**config.mk**
```make
export PLATFORM = sky130hd
export DESIGN_NAME = medidor_hcsr04
export DESIGN_NICKNAME = d
export VERILOG_FILES = /design/src/rtl/medidor_hcsr04.sv
export SDC_FILE = /design/constraint.sdc
export NUM_CORES = 1
export LEC_CHECK = 0
export ABC_AREA = 1
export CAP_MARGIN = 5
export CORE_AREA = 2 2 117 91
export DETAILED_ROUTE_END_ITERATION = 8
export DIE_AREA = 0 0 119 93
export PLACE_DENSITY_LB_ADDON = 0.3
export SLEW_MARGIN = 20
export SYNTH_ARGS = -nofsm -noshare
export SYNTH_HDL_FRONTEND = slang
export SYNTH_SLANG_ARGS = --single-unit
```
**constraint.sdc**
```tcl
create_clock -name clock -period 1.64 [get_ports clock]
set_input_delay 0.492 -clock clock [delete_from_list [all_inputs] [get_ports clock]]
set_output_delay 0.492 -clock clock [all_outputs]
set_load 0.02 [all_outputs]
```
**src/rtl/medidor_hcsr04.sv**
```systemverilog
`timescale 1ns/1ps
// HC-SR04 ultrasonic range meter: trigger pulse, echo timing, rounded BCD distance in cm.
module medidor_hcsr04 #(
  parameter int unsigned CM_CYCLES      = 2941,
  parameter int unsigned HALF_CM        = 1470,
  parameter int unsigned TRIG_CYCLES    = 500,
  parameter int unsigned TIMEOUT_CYCLES = 1_500_000
) (
  input  logic        clock,
  input  logic        reset,
  input  logic        medir,
  input  logic        echo,
  output logic        trigger,
  output logic [11:0] medida,
  output logic        pronto,
  output logic        timeout,
  output logic [2:0]  db_estado
);

  localparam int unsigned WAIT_MAX = (TIMEOUT_CYCLES > TRIG_CYCLES) ? TIMEOUT_CYCLES : TRIG_CYCLES;
  localparam int unsigned CNT_W    = $clog2(WAIT_MAX + 1);
  localparam int unsigned SUB_W    = $clog2(CM_CYCLES + 1);

  typedef enum logic [2:0] {
    INICIAL     = 3'd0,
    PREPARA     = 3'd1,
    TRIGGER     = 3'd2,
    ESPERA_ECHO = 3'd3,
    MEDE        = 3'd4,
    FINAL       = 3'd5
  } estado_t;

  estado_t          state_q, state_d;
  logic [CNT_W-1:0] cnt_q, cnt_d;
  logic [SUB_W-1:0] sub_q, sub_d;
  logic [11:0]      bcd_q, bcd_d, bcd_inc_c;
  logic [11:0]      medida_q, medida_d;
  logic             trigger_q, trigger_d;
  logic             pronto_q, pronto_d;
  logic             timeout_q, timeout_d;
  logic             echo_m_q, echo_m_d;
  logic             echo_s_q, echo_s_d;
  logic             echo_p_q, echo_p_d;

  // Saturating three-digit BCD increment of the working counter.
  always_comb begin
    bcd_inc_c = bcd_q;
    if (bcd_q != 12'h999) begin
      if (bcd_q[3:0] != 4'd9) begin
        bcd_inc_c[3:0] = bcd_q[3:0] + 4'd1;
      end else begin
        bcd_inc_c[3:0] = 4'd0;
        if (bcd_q[7:4] != 4'd9) begin
          bcd_inc_c[7:4] = bcd_q[7:4] + 4'd1;
        end else begin
          bcd_inc_c[7:4]  = 4'd0;
          bcd_inc_c[11:8] = bcd_q[11:8] + 4'd1;
        end
      end
    end
  end

  // Next-state and registered-output logic; outputs are set on the edge entering their state.
  always_comb begin
    state_d   = state_q;
    cnt_d     = cnt_q;
    sub_d     = sub_q;
    bcd_d     = bcd_q;
    medida_d  = medida_q;
    timeout_d = timeout_q;
    trigger_d = 1'b0;
    pronto_d  = 1'b0;
    echo_m_d  = echo;
    echo_s_d  = echo_m_q;
    echo_p_d  = echo_s_q;

    case (state_q)
      INICIAL: begin
        if (medir) state_d = PREPARA;
      end
      PREPARA: begin
        cnt_d     = '0;
        sub_d     = '0;
        bcd_d     = 12'h000;
        trigger_d = 1'b1;
        state_d   = TRIGGER;
      end
      TRIGGER: begin
        if (cnt_q == CNT_W'(TRIG_CYCLES - 1)) begin
          cnt_d   = '0;
          state_d = ESPERA_ECHO;
        end else begin
          cnt_d     = cnt_q + CNT_W'(1);
          trigger_d = 1'b1;
        end
      end
      ESPERA_ECHO: begin
        // A level already high on entry has echo_p_q set, so it never looks like a rise.
        if (echo_s_q && !echo_p_q) begin
          sub_d   = SUB_W'(HALF_CM);
          state_d = MEDE;
        end else if (cnt_q == CNT_W'(TIMEOUT_CYCLES - 1)) begin
          pronto_d  = 1'b1;
          timeout_d = 1'b1;
          state_d   = FINAL;
        end else begin
          cnt_d = cnt_q + CNT_W'(1);
        end
      end
      MEDE: begin
        if (echo_s_q) begin
          if (sub_q == SUB_W'(CM_CYCLES - 1)) begin
            sub_d = '0;
            bcd_d = bcd_inc_c;
          end else begin
            sub_d = sub_q + SUB_W'(1);
          end
        end else begin
          pronto_d  = 1'b1;
          timeout_d = 1'b0;
          medida_d  = bcd_q;
          state_d   = FINAL;
        end
      end
      FINAL: begin
        state_d = INICIAL;
      end
      default: begin
        state_d = INICIAL;
      end
    endcase
  end

  // All state, including the echo synchroniser, with synchronous reset.
  always_ff @(posedge clock) begin
    if (reset) begin
      state_q   <= INICIAL;
      cnt_q     <= '0;
      sub_q     <= '0;
      bcd_q     <= 12'h000;
      medida_q  <= 12'h000;
      trigger_q <= 1'b0;
      pronto_q  <= 1'b0;
      timeout_q <= 1'b0;
      echo_m_q  <= 1'b0;
      echo_s_q  <= 1'b0;
      echo_p_q  <= 1'b0;
    end else begin
      state_q   <= state_d;
      cnt_q     <= cnt_d;
      sub_q     <= sub_d;
      bcd_q     <= bcd_d;
      medida_q  <= medida_d;
      trigger_q <= trigger_d;
      pronto_q  <= pronto_d;
      timeout_q <= timeout_d;
      echo_m_q  <= echo_m_d;
      echo_s_q  <= echo_s_d;
      echo_p_q  <= echo_p_d;
    end
  end

  assign trigger   = trigger_q;
  assign medida    = medida_q;
  assign pronto    = pronto_q;
  assign timeout   = timeout_q;
  assign db_estado = state_q;

endmodule

```
==> results.txt <==
Drt initial violations - 274
Congestion Overflow GR - 0
Yosys warns - 0
Hold Fails Final Rpt - 0
Leak - 2.157 nW
M1 GR Usage - 25.63%
# diodes - 0
Post-Synthesis Net Count - 584
Critical Path RT - 1.90 ns
Initial antenna violation count - 0
Reg2reg setup slack - 0.04 ns
CP Data Arrival Time - 1.86 ns
Number of buffers inserted by port buffering - 21
Post-synth EDFFs - 0
Main flop type after synthesis - dfxtp_1
Distinct cells, synth - 46
Max VDD drop - 0.8084 mV
Unrepaired setup endpoints after global routing - yes
Worst-path clk slew - 0.06 ns
Crit Path Max Fanout - 5
Int Power - 4.345 mW
Max Buffers Root-to-Sink - 2
CP Capture Type - register
Post-Syn Area - 0.003885 sq mm
Fin area - 0.005234 sq mm
Switching power - 2.800 mW
Max Cap Viol - 0
Die Ht - 93 um
Routed WL - 10910 um
Die W - 119 um
Share of layout cells above drive strength 1 - 27.79%
Achievable Freq - 623.9 MHz
Power Dens Cells - 1365 mW/mm^2
Switching part of the total - 39.18%
Setup violations, final - 0
Comb pwr share - 43.5%
DR vias - 4001
Initial Utilization - 38.97%
Drt drc - 0
Max Slew Vio Count - 0
WS Path Type - register to register
Period utilization - 97.74%
Vias/cell - 5.014
M3 GR Usage - 4.634%
Sequential Power Share - 26.9%
Clock insertion delay at the later pin of the skew report - 0.33 ns
Fin nets - 670
Seq/Total Area, Yosys - 34.01%
Async SR Flop Fraction - 0%
Die area - 0.01107 sq mm
Clock root buffer master - clkbuf_16
Core area - 0.009970 sq mm
FILL cells - 933
Synthesized instance count - 571
CTS Buf Count - 9
H-tree Lvls - 3
Synthesized flop and latch total - 66
First-pass GRT wire length - 18000 um
Largest net degree at the start of global routing - 22
Gp weighted congestion - 0.8704
GRT Max-Usage Layer - met2
Max-slew headroom - 67.87%
Area growth syn-to-layout - 34.72%
CTS Sinks - 66
Average wire per standard cell - 13.67 um
Min-delay worst type - input port to register
GR Layer Usage met2 - 33.00%
Placed cell area - 0.004604 sq mm
Row count - 32
Antenna viol nets, final - 0
Post-DP HPWL - 7477 um
TritonRoute pass-1 iters - 5
Worst slew pin tran - 0.4775 ns
All-Layer GR Usage - 20.30%
I/O pin count - 22
Vias in the first global route - 3925
Min cycle time layout - 1.603 ns
Setup TNS - 0 ns
CP Launch Type - register
CTS tree - built
Clock power share - 29.5%
Average cell area after synthesis - 6.804 sq um
Worst clock skew - 0.006318 ns
Outcome - finished clean
==> synthesized netlist by cell type (2+ instances only) <==
| master | n | share of area (%) |
|---|---|---|
| inv_2 | 8 | 0.77 |
| o21bai_1 | 2 | 0.39 |
| nor2_1 | 68 | 6.6 |
| a21oi_2 | 7 | 1.6 |
| buf_4 | 2 | 0.39 |
| o211ai_1 | 2 | 0.39 |
| nor2_2 | 5 | 0.81 |
| a21oi_1 | 49 | 6.3 |
| nand2_4 | 5 | 1.4 |
| inv_1 | 51 | 4.9 |
| nand3_2 | 2 | 0.52 |
| dfxtp_1 | 66 | 34 |
| ha_1 | 9 | 2.9 |
| xor2_1 | 11 | 2.5 |
| buf_6 | 2 | 0.58 |
| nand4_1 | 12 | 1.9 |
| nand2_2 | 10 | 1.6 |
| clkbuf_1 | 5 | 0.48 |
| nand3b_1 | 7 | 1.4 |
| a211oi_1 | 2 | 0.39 |
| buf_1 | 4 | 0.39 |
| o21ai_0 | 16 | 2.1 |
| nor3_1 | 6 | 0.77 |
| a211oi_2 | 2 | 0.64 |
| nand2_1 | 147 | 14 |
| o21ai_1 | 4 | 0.52 |
| xnor2_1 | 3 | 0.68 |
| nand3_1 | 46 | 5.9 |
==> power groups by stage <==
stage	clock network, mW	logic, mW	registers [mW]
2_1_floorplan	0	1.65	2.04
3_3_place_gp	0	2.67	1.92
3_5_place_dp	0	2.72	1.93
4_1_cts	2.14	2.95	1.91
5_1_grt	2.22	3.39	1.94
6_report	2.11	3.11	1.92
==> worst max-delay path: stages, from the launching register on <==
cell      delay, ns
dfxtp_2        0.32
inv_2          0.06
ha_4           0.13
nand2_2        0.05
nor2_2         0.11
nand3_2        0.12
o21ai_4        0.29
nand3_4        0.17
clkinv_4       0.11
nand2_1        0.05
a21oi_1        0.12
==> per-layer routing <==
layer / routed length [um] / part of all wire (%) / vias up
met2: 5067 / 46 / 106
met5: 0 / 0 / -
li1: - / - / 2042
met1: 5133 / 47 / 1834
met4: 172 / 1.6 / 0
met3: 533 / 4.9 / 19
==> kinds of logic (layout without fill, tap and decap cells) <==
kind of cell    Yosys count  after routing  synth area share [%]
flops                    66             66                 34.01
buf+inv                  77            165                 8.437
fa+ha+maj                 9              9                 2.899
simple gates            315            318                 37.39
compound gates           90             90                 14.11
xor+xnor                 14             14                 3.156
==> repair_timing <==
action / in CTS / in global routing
setup buffers: 6 / 2
endpoints found under the setup margin: 48 / 48
pin swaps: 7 / 19
gates resized for setup: 39 / 57
endpoints found under the hold margin: 0 / 0
hold buffers: 0 / 0
cloned: 3 / 0
==> area by class of cell <==
type                            count  area, sq um  share of cell area, %
Inverter                           62        242.7                  4.638
Sequential cell                    66         1343                  25.65
Multi-Input combinational cell    431         2456                  46.93
Clock buffer                       10        239.0                  4.566
Clock inverter                      6        90.09                  1.721
Tap cell                          136        170.2                  3.251
Timing Repair Buffer               87        693.2                  13.24
==> state kept, by name (all words and copies together) (netlist names) <==
signal and cells:
db_estado 3, echo_p_d 1, echo_p_q 1, echo_m_q 1, medida 12, pronto 1, cnt_q 21, sub_q 12
bcd_q 12, trigger 1, timeout 1
==> path summary, 6_finish.rpt <==
check,to,cells after the start,startpoint
hold / removal,medida[11],2,reset
setup / recovery,bcd_q[4],10,sub_q[1]
hold reg to reg,echo_p_d,2,echo_m_q
setup reg to reg,bcd_q[4],10,sub_q[1]
==> stage by stage <==
stage | worst slack [ns] | std cells | total power, mW | util (%) | hold slack [ns]
floorplan | 0.03447 | 571 | 3.694 | - | 0.3883
global placement | -0.1301 | 771 | 4.590 | 46.18 | 0.3952
detailed placement | -0.2377 | 771 | 4.651 | 46.18 | 0.4018
CTS | -0.008538 | 796 | 7.000 | 50.89 | 0.3959
global route | -0.09363 | 798 | 7.550 | 52.50 | 0.4054
finish | 0.03711 | 798 | 7.145 | 52.50 | 0.3990
==> layout by cell type (no fill, tap or decap), drive strengths merged, types with 3 or more instances in the layout <==
| cell type | n |
|---|---|
| nand2 | 166 |
| nor2 | 75 |
| buf | 67 |
| dfxtp | 66 |
| inv | 60 |
| a21oi | 56 |
| nand3 | 49 |
| o21ai | 21 |
| dlygate4sd2 | 15 |
| nand4 | 12 |
| xor2 | 11 |
| clkbuf | 11 |
| ha | 9 |
| nand3b | 7 |
| nor3 | 6 |
| clkinv | 5 |
| a211oi | 4 |
| xnor2 | 3 |
Note: power is estimated with default switching activity, not from simulation.
